$ cat src/rtl/fetch_ctrl_if.sv
// rtl/fetch_ctrl_if.sv - IMEM read port and decode handoff bundle for fetch_ctrl
interface fetch_ctrl_if #(
    parameter int ADDR_W = 10,
    parameter int DATA_W = 32
);
    logic              imem_req;
    logic [ADDR_W-1:0] imem_addr;
    logic              imem_ack;
    logic              imem_rvalid;
    logic [DATA_W-1:0] imem_rdata;
    logic              dec_valid;
    logic [DATA_W-1:0] dec_instr;
    logic [ADDR_W-1:0] dec_pc;
    logic              dec_ready;

    modport master (
        output imem_req,
        output imem_addr,
        input  imem_ack,
        input  imem_rvalid,
        input  imem_rdata,
        output dec_valid,
        output dec_instr,
        output dec_pc,
        input  dec_ready
    );

    modport slave (
        input  imem_req,
        input  imem_addr,
        output imem_ack,
        output imem_rvalid,
        output imem_rdata,
        input  dec_valid,
        input  dec_instr,
        input  dec_pc,
        output dec_ready
    );
endinterface

$ cat src/rtl/fetch_ctrl.sv
// rtl/fetch_ctrl.sv - instruction-fetch sequencer: PC, single-outstanding IMEM read, decode buffer
module fetch_ctrl #(
    parameter int                ADDR_W   = 10,
    parameter int                OFF_W    = 20,
    parameter int                DATA_W   = 32,
    parameter logic [ADDR_W-1:0] RESET_PC = '0
) (
    input  logic              clk,
    input  logic              reset,
    input  logic              enable,
    input  logic              redirect,
    input  logic [ADDR_W-1:0] redirect_base,
    input  logic [OFF_W-1:0]  redirect_offset,
    fetch_ctrl_if.master      bus,
    output logic [ADDR_W-1:0] pc_out,
    output logic              misalign_err
);

    typedef enum logic [1:0] {
        S_IDLE = 2'd0,
        S_REQ  = 2'd1,
        S_WAIT = 2'd2,
        S_HOLD = 2'd3
    } state_t;

    state_t            state_q;
    state_t            state_d;
    state_t            resume;
    logic [ADDR_W-1:0] pc_q;
    logic              drop_q;
    logic              drop_d;
    logic              mis_q;
    logic [DATA_W-1:0] instr_q;
    logic [ADDR_W-1:0] dpc_q;

    logic [ADDR_W-1:0] target;
    logic [ADDR_W-1:0] target_aligned;
    logic              rv_done;
    logic              accept;
    logic              stale_in_flight;
    logic              unused_offset_hi;

    // Sums wrap mod 2^ADDR_W, so only the low ADDR_W offset bits affect the target.
    assign target           = redirect_base + redirect_offset[ADDR_W-1:0];
    assign target_aligned   = {target[ADDR_W-1:2], 2'b00};
    assign unused_offset_hi = ^redirect_offset[OFF_W-1:ADDR_W];

    assign rv_done = (state_q == S_WAIT) && bus.imem_rvalid;
    assign accept  = rv_done && !drop_q;

    // A redirect leaves a read in flight only if it was accepted this cycle or has not
    // returned yet; data returning in the redirect cycle itself is simply discarded.
    assign stale_in_flight = ((state_q == S_REQ) && bus.imem_ack) ||
                             ((state_q == S_WAIT) && !bus.imem_rvalid);

    always_ff @(posedge clk) begin
        if (reset) begin
            state_q <= S_IDLE;
        end else begin
            state_q <= state_d;
        end
    end

    always_comb begin
        resume  = enable ? S_REQ : S_IDLE;
        state_d = state_q;
        drop_d  = drop_q;
        case (state_q)
            S_IDLE: if (enable) state_d = S_REQ;
            S_REQ:  if (bus.imem_ack) state_d = S_WAIT;
            S_WAIT: if (bus.imem_rvalid) state_d = drop_q ? resume : S_HOLD;
            S_HOLD: if (bus.dec_ready) state_d = resume;
            default: state_d = S_IDLE;
        endcase
        if (rv_done) begin
            drop_d = 1'b0;
        end
        if (redirect) begin
            if (stale_in_flight) begin
                state_d = S_WAIT;
                drop_d  = 1'b1;
            end else begin
                state_d = resume;
            end
        end
    end

    always_comb begin
        bus.imem_req  = (state_q == S_REQ);
        bus.imem_addr = pc_q;
        bus.dec_valid = (state_q == S_HOLD);
        bus.dec_instr = instr_q;
        bus.dec_pc    = dpc_q;
        pc_out        = pc_q;
        misalign_err  = mis_q;
    end

    always_ff @(posedge clk) begin
        if (reset) begin
            pc_q    <= RESET_PC;
            drop_q  <= 1'b0;
            mis_q   <= 1'b0;
            instr_q <= '0;
            dpc_q   <= '0;
        end else begin
            drop_q <= drop_d;
            mis_q  <= redirect && (target[1:0] != 2'b00);
            if (redirect) begin
                pc_q <= target_aligned;
            end else if (accept) begin
                pc_q <= pc_q + ADDR_W'(4);
            end
            if (accept && !redirect) begin
                instr_q <= bus.imem_rdata;
                dpc_q   <= pc_q;
            end
        end
    end

endmodule
$ cat src/flat_wrapper.sv
// flat-port wrapper written by rule: the top's interface ports become plain ports
module fetch_ctrl_flat 
#(
    parameter int                ADDR_W   = 10,
    parameter int                OFF_W    = 20,
    parameter int                DATA_W   = 32,
    parameter logic [ADDR_W-1:0] RESET_PC = '0
)
  (clk, reset, enable, redirect, redirect_base, redirect_offset, pc_out, misalign_err, bus_imem_req, bus_imem_addr, bus_imem_ack, bus_imem_rvalid, bus_imem_rdata, bus_dec_valid, bus_dec_instr, bus_dec_pc, bus_dec_ready);
  fetch_ctrl_if #(.ADDR_W(ADDR_W), .DATA_W(DATA_W)) bus_i ();
  input  logic clk;
  input  logic reset;
  input  logic enable;
  input  logic redirect;
  input  logic [ADDR_W-1:0] redirect_base;
  input  logic [OFF_W-1:0] redirect_offset;
  output logic [ADDR_W-1:0] pc_out;
  output logic misalign_err;
  output wire logic [$bits(bus_i.imem_req)-1:0] bus_imem_req;
  output wire logic [$bits(bus_i.imem_addr)-1:0] bus_imem_addr;
  input wire logic [$bits(bus_i.imem_ack)-1:0] bus_imem_ack;
  input wire logic [$bits(bus_i.imem_rvalid)-1:0] bus_imem_rvalid;
  input wire logic [$bits(bus_i.imem_rdata)-1:0] bus_imem_rdata;
  output wire logic [$bits(bus_i.dec_valid)-1:0] bus_dec_valid;
  output wire logic [$bits(bus_i.dec_instr)-1:0] bus_dec_instr;
  output wire logic [$bits(bus_i.dec_pc)-1:0] bus_dec_pc;
  input wire logic [$bits(bus_i.dec_ready)-1:0] bus_dec_ready;
  assign bus_imem_req = bus_i.imem_req;
  assign bus_imem_addr = bus_i.imem_addr;
  assign bus_i.imem_ack = bus_imem_ack;
  assign bus_i.imem_rvalid = bus_imem_rvalid;
  assign bus_i.imem_rdata = bus_imem_rdata;
  assign bus_dec_valid = bus_i.dec_valid;
  assign bus_dec_instr = bus_i.dec_instr;
  assign bus_dec_pc = bus_i.dec_pc;
  assign bus_i.dec_ready = bus_dec_ready;
  fetch_ctrl #(.ADDR_W(ADDR_W), .OFF_W(OFF_W), .DATA_W(DATA_W), .RESET_PC(RESET_PC)) u_core (.clk(clk), .reset(reset), .enable(enable), .redirect(redirect), .redirect_base(redirect_base), .redirect_offset(redirect_offset), .bus(bus_i), .pc_out(pc_out), .misalign_err(misalign_err));
endmodule
$ cat config.mk
export PLATFORM = sky130hd
export DESIGN_NAME = fetch_ctrl_flat
export DESIGN_NICKNAME = d
export VERILOG_FILES = /design/src/rtl/fetch_ctrl_if.sv /design/src/rtl/fetch_ctrl.sv /design/src/flat_wrapper.sv
export SDC_FILE = /design/constraint.sdc
export NUM_CORES = 1
export LEC_CHECK = 0
export CELL_PAD_IN_SITES_DETAIL_PLACEMENT = 0
export CELL_PAD_IN_SITES_GLOBAL_PLACEMENT = 1
export CORE_UTILIZATION = 30
export CTS_CLUSTER_SIZE = 14
export DETAILED_ROUTE_END_ITERATION = 8
export DONT_BUFFER_PORTS = 1
export PLACE_DENSITY_LB_ADDON = 0.1
export SYNTH_ARGS = -nofsm -noshare
export SYNTH_HDL_FRONTEND = slang
export SYNTH_SLANG_ARGS = --single-unit
$ cat constraint.sdc
create_clock -name clk -period 1.88 [get_ports clk]
set_input_delay 0.188 -clock clk [delete_from_list [all_inputs] [get_ports clk]]
set_output_delay 0.188 -clock clk [all_outputs]
set_load 0.01 [all_outputs]
==> results of run 1 <==
-- state kept, by name (all words and copies together), names as in the netlist --
signal,flops
u_core.drop_q,1
u_core.bus.dec_instr,32
u_core.misalign_err,1
u_core.bus.dec_pc,8
u_core.bus.imem_addr,8
u_core.state_q,2
-- area by class of cell --
type	count	area (um2)	share of cell area (%)
flip-flops and latches	52	1040	35.3
clock buffers	7	86.3	2.93
multi-input cells	231	1310	44.4
clock inverters	1	7.51	0.255
well taps	105	131	4.45
repair buffers	39	373	12.6
-- placed cells by master (no fill, tap or decap), types with 2 or more instances in the layout --
| cell | count |
|---|---|
| buf_4 | 11 |
| conb_1 | 6 |
| and2_1 | 3 |
| ha_1 | 10 |
| nand4_1 | 2 |
| and4_1 | 2 |
| a21oi_1 | 49 |
| nand2_1 | 89 |
| xnor2_1 | 10 |
| a211oi_1 | 7 |
| nand2b_1 | 2 |
| nor2b_1 | 2 |
| nor2_1 | 10 |
| clkbuf_8 | 6 |
| nand3_1 | 4 |
| mux2i_1 | 2 |
| dlygate4sd3_1 | 27 |
| a21o_1 | 3 |
| dfxtp_1 | 52 |
| xor2_1 | 4 |
| o21ai_0 | 4 |
-- Yosys cell counts, types with 3 or more instances --
| library cell | number | share of area (%) |
|---|---|---|
| dfxtp_1 | 52 | 41 |
| a21oi_1 | 49 | 9.7 |
| and2_1 | 3 | 0.74 |
| o21ai_0 | 4 | 0.79 |
| buf_4 | 14 | 4.2 |
| nor2_1 | 10 | 1.5 |
| a21o_1 | 3 | 0.89 |
| buf_2 | 9 | 1.8 |
| xor2_1 | 4 | 1.4 |
| a211oi_1 | 7 | 2.1 |
| nand3_1 | 4 | 0.79 |
| clkbuf_1 | 8 | 1.2 |
| nand2_1 | 89 | 13 |
| xnor2_1 | 10 | 3.5 |
| ha_1 | 10 | 4.9 |
-- worst max path at each step --
stage	endpoint	cells past startpoint	from	slack [ps]
after floorplan	u_core.bus.imem_addr[6]	7	redirect_base[0]	280
after global routing	u_core.bus.imem_addr[5]	5	u_core.state_q[0]	50
final	u_core.bus.imem_addr[5]	5	u_core.state_q[0]	180
after global placement	u_core.bus.imem_addr[6]	7	redirect_base[0]	160
after detailed placement	u_core.bus.imem_addr[6]	7	redirect_base[0]	150
after CTS	u_core.bus.imem_addr[5]	5	u_core.state_q[0]	150
-- worst reg2reg max path, delay by kind of cell, from the launching register on --
kind                      cells  cell delay [ps]
AOI/OAI and AO/OA             1               60
xor gates and xnor gates      1              160
DFF                           1              400
and+or+nand+nor               3             1020
-- per-layer routing --
layer	wire length [um]	up-vias	share of wire (%)	global-route usage [%]
li1	-	1062	-	-
met3	457	2	7.1	4.13
met4	37	0	0.58	3.85
met2	2930	72	46	22.7
met1	2980	964	46	17.4
met5	0	-	0	0
-- power groups by stage --
stage,Clock (W),Combinational (W),Sequential [W]
2_1_floorplan,0,0.000249,0.00119
3_3_place_gp,0,0.000260,0.00120
3_5_place_dp,0,0.000259,0.00120
4_1_cts,0.000710,0.000324,0.00117
5_1_grt,0.000762,0.000366,0.00118
6_report,0.000665,0.000327,0.00117
-- per-stage QoR --
| step | total power (W) | hold slack [ps] | instances |
|---|---|---|---|
| after global placement | 0.00146 | 261 | 399 |
| after detailed placement | 0.00146 | 264 | 399 |
| after CTS | 0.00221 | 0.0268 | 431 |
| final | 0.00216 | 13.6 | 435 |
| after floorplan | 0.00144 | 324 | 316 |
| after global routing | 0.00230 | 0.242 | 435 |
-- cell families after synthesis --
kind of cell / synth area share, %
other cells: 0.148
compound gates: 16.8
buf+inv: 8.01
mux: 1.68
xor+xnor: 4.85
fa+ha+maj: 5.74
flops: 41.1
simple gates: 21.7
==> out/qor.txt, run 1 <==
cell breakdown of the critical path: and4bb_1 -> nand3_2 -> xor2_1 -> or3_1 -> o21ai_2
Starting Density: 30.9%
Root Buffer: clkbuf_8
io pins: 134
Setup Skew: 7.53 ps
Synth Flop Type: dfxtp_1
GPL Wtd Cong: 0.715
depth of the CTS H-tree: 2
share of flip-flops with an asynchronous set or reset: 0%
Routed WL: 6400 um
diode count: 0
Worst-Skew Late Latency: 300 ps
post-route minimum period: 1700 ps
All-Layer GR Usage: 13.8%
post-CTS setup buffer count: 0
Critical Path Source Type: flip-flop
outcome: completed
Crit path max-delay family: simple AND/OR/NAND/NOR gates
fin util: 36.1%
fmax: 0.588 GHz
R2R Path End: u_core.bus.imem_addr[5]
Worst R2R Start: u_core.state_q[0]
fin nets: 409
dpl ws: 155 ps
crit share post-route: 90.4%
DP Area: 2560 um2
Hold Fails Final Rpt: 0
Reg2Reg Depth: 5
EDFF count, synth: 0
flops & latches, synth: 52
share of post-route cells with drive strength above 1: 7.88%
Fin Setup TNS: 0 ps
P&R area growth vs syn: 16.6%
wire length per cell: 14.7 um
Worst path max stage delay: 560 ps
slowest CP cell: and4bb_1
Comb pwr share: 15.1%
residual DRC count: 0
PD cells: 733 nW/um2
LEAKAGE: 1.04 nW
Finished Cell Area: 2950 um2
register share of total power: 54.1%
worst-path fanout max: 10
hold buffer count at CTS: 24
Die X: 93.8 um
initial antenna violation count: 0
Post-Synthesis Cells: 311
VDD IR max: 359 uV
PortBufs: 0
Clk pwr share: 30.8%
pin count of the biggest net entering global routing: 49
Buf/Inv on CP: 0
Max Slew Vio Count: 0
die height: 93.8 um
cells resized by post-CTS repair: 0
fill count: 890
TritonCTS clock tree: done
area of the mapped netlist: 2530 um2
DR vias/cell: 4.83
final worst setup slack: 180 ps
Unique masters post-synth: 44
vias in the first global route: 1898
Pint: 0.00159 W
# Max-Cap Violations: 0
initial DRC count: 50
first-pass GRT wire length: 9460 um
Hold Crit Start: bus_imem_rdata[4]
clk slew on worst S/H paths: 90 ps
vias: 2100
P_sw: 0.000575 W
Antenna Nets Post-Route: 0
DP HPWL: 4140 um
Worst Hold Class: input port to flip-flop
crit path DAT: 1940 ps
R2R setup slack: 180 ps
CP Data Required Time: 2120 ps
mean area per synthesized cell: 8.13 um2
critical path type: flip-flop to flip-flop
Final setup viols: 0
switching portion of total power: 26.6%
register area share after synthesis: 41.1%
Pre-antenna DRT Iters: 4
TritonCTS Buffers: 5
CTS Sinks: 52
row count: 33
clock buffer depth: 2
YS warnings: 0
RSZ-0062 raised after global routing: no
hold endpoint: u_core.bus.dec_instr[4]
GRT overflow: 0
die area: 8800 um2
Core Footprint: 8180 um2
CP Capture Type: flip-flop
Hold Path Depth: 2
(Power assumes the default switching activity.)
==> run 2: changes to the inputs <==
- PLACE_DENSITY_LB_ADDON: 0.1 -> 0.3
==> run 2 against run 1 <==
Final area decreased by 3.1%. Wire length decreased by 4.5%. Global-route usage decreased by 0.96 points. Sequential power about the same. Setup slack improved by 16 ps. Core utilization decreased by 1.1 points. Fmax increased by 0.95%. Power decreased by 1.0%. Register-to-register slack improved by 20 ps. Flip-flop and latch count unchanged. Critical path type unchanged.
==> out/qor.txt, run 2 (synthesis gave the netlist of run 1 again) <==
Final setup viols: 0 (unchanged)
Die X: 93.8 um (unchanged)
Antenna Nets Post-Route: 0 (unchanged)
row count: 33 (unchanged)
clk slew on worst S/H paths: 90 ps (about the same)
All-Layer GR Usage: 12.9% (-0.96 points)
CP Capture Type: flip-flop
critical path type: flip-flop to flip-flop
die height: 93.8 um (unchanged)
Hold Fails Final Rpt: 0 (unchanged)
Pre-antenna DRT Iters: 4 (unchanged)
DP HPWL: 3960 um (-4.4%)
fill count: 863 (-3.0%)
TritonCTS clock tree: done
register area: 1040 um2 (unchanged)
crit path DAT: 1930 ps (about the same)
Max Slew Vio Count: 0 (unchanged)
P&R area growth vs syn: 13.0%
cell breakdown of the critical path: and4bb_1 -> nand3_2 -> xor2_1 -> or3_1 -> o21ai_2
CP Data Required Time: 2120 ps (about the same)
LEAKAGE: 1.01 nW (-3.4%)
PD cells: 749 nW/um2 (+2.2%)
CTS Sinks: 52 (unchanged)
die area: 8800 um2 (unchanged)
met1 Use GR: 16.2% (-1.2 points)
DR vias/cell: 4.85 (+0.49%)
slowest CP cell: dfxtp_1
Crit path max-delay family: simple AND/OR/NAND/NOR gates
GPL Wtd Cong: 0.717 (+0.35%)
Root Buffer: clkbuf_8
dpl ws: 168 ps (+12.8 ps)
Critical Path Source Type: flip-flop
Routed WL: 6120 um (-4.5%)
VDD IR max: 310 uV (-13%)
share of post-route cells with drive strength above 1: 7.86% (-0.017 points)
Core Footprint: 8180 um2 (unchanged)
fmax: 0.594 GHz (+0.95%)
met3 Resource Use GR: 3.16% (-0.97 points)
# Max-Cap Violations: 0 (unchanged)
RSZ-0062 raised after global routing: no
diode count: 0 (unchanged)
Starting Density: 30.9% (unchanged)
final worst setup slack: 196 ps (+16.0 ps)
Worst path max stage delay: 490 ps (-70 ps)
outcome: completed
initial antenna violation count: 0 (unchanged)
worst-path fanout max: 10 (unchanged)
residual DRC count: 0 (unchanged)
most frequent cells in the layout: nand2_1 (89), dfxtp_1 (52), a21oi_1 (49)
Power Total: 0.00214 W (-1.0%)
vias: 2052 (-2.3%)
Buf/Inv on CP: 0 (unchanged)
first-pass GRT wire length: 8800 um (-7.0%)
PortBufs: 0 (unchanged)
multi-input gate area in the final layout: 1310 um2 (unchanged)
Fin Setup TNS: 0 ps (unchanged)
depth of the CTS H-tree: 2 (unchanged)
crit share post-route: 89.6% (-0.85 points)
most common cell after layout, fill and taps aside: nand2_1
Worst Hold Class: input port to flip-flop
dpl cells: 397 (-0.50%)
io pins: 134 (unchanged)
post-route minimum period: 1680 ps (-16.0 ps)
number of flip-flops in the largest register: 32 (unchanged)
clock buffer depth: 2 (unchanged)
final non-filler cell total: 423 (-2.8%)
pin count of the biggest net entering global routing: 49 (unchanged)
GRT overflow: 0 (unchanged)
Global Route met2 Usage: 21.4% (-1.3 points)
wire length per cell: 14.5 um (-1.8%)
TritonCTS Buffers: 5 (unchanged)
vias in the first global route: 1721 (-9.3%)
Setup Skew: 6.70 ps (-0.836 ps)
grt peak-use layer: met2
Worst-Skew Late Latency: 300 ps (about the same)
initial DRC count: 59 (+18%)
fin nets: 397 (-2.9%)
run 2: cell type report:
cell class | count | share of cell area [%]
Clock buffer | 6 | 2.89
Timing Repair Buffer | 27 | 9.89
Multi-Input combinational cell | 231 | 45.8
Sequential cell | 52 | 36.4
Clock inverter | 2 | 0.350
Tap cell | 105 | 4.60
run 2: per-layer routing:
layer / vias to the layer above / routed length, um
met1: 938 / 2710
met3: 4 / 449
li1: 1044 / -
met4: 0 / 65
met5: - / 0
met2: 66 / 2890
run 2: worst paths after layout:
| kind | start | endpoint | slack, ps | depth (start not counted) |
|---|---|---|---|---|
| hold / removal | bus_imem_rdata[5] | u_core.bus.dec_instr[5] | 10 | 2 |
| setup reg to reg | u_core.state_q[1] | u_core.bus.imem_addr[5] | 200 | 5 |
| setup / recovery | u_core.state_q[1] | u_core.bus.imem_addr[5] | 200 | 5 |
| hold reg to reg | u_core.bus.dec_instr[21] | u_core.bus.dec_instr[21] | 500 | 2 |
run 2: stage by stage:
stage / area [um2] / hold WS, ps / utilization (%)
after floorplan: 2550 / 324 / -
after global placement: 2570 / 261 / 31.5
after detailed placement: 2570 / 262 / 31.5
after CTS: 2850 / 0.377 / 34.8
after global routing: 2860 / 2.75 / 35.0
final: 2860 / 13.4 / 35.0
run 2: what timing repair did:
item | in CTS | in global routing
gates resized for setup | 0 | 0
hold buffers | 17 | 1
buffers inserted | 0 | 0
hold endpoints to repair | 48 | 1
run 2: worst register-to-register path, delay by kind of cell (launching register included):
family	cells	cell delay, ps
flops	1	490
xor+xnor	1	150
simple gates	3	940
compound gates	1	60
run 2: where the power goes:
| group | total [W] | switching, W | internal, W | leakage [nW] |
|---|---|---|---|---|
| sequential | 0.00117 | 0.0000386 | 0.00113 | 0.421 |
| clock | 0.000657 | 0.000362 | 0.000295 | 0.0510 |
| combinational | 0.000317 | 0.000169 | 0.000147 | 0.534 |
| total | 0.00214 | 0.000570 | 0.00157 | 1.01 |
==> run 3: changes to the inputs <==
- SLEW_MARGIN: not set -> 20
==> results of run 3 <==
Same layout as run 2: the final DEF is identical, and so are final timing and power.
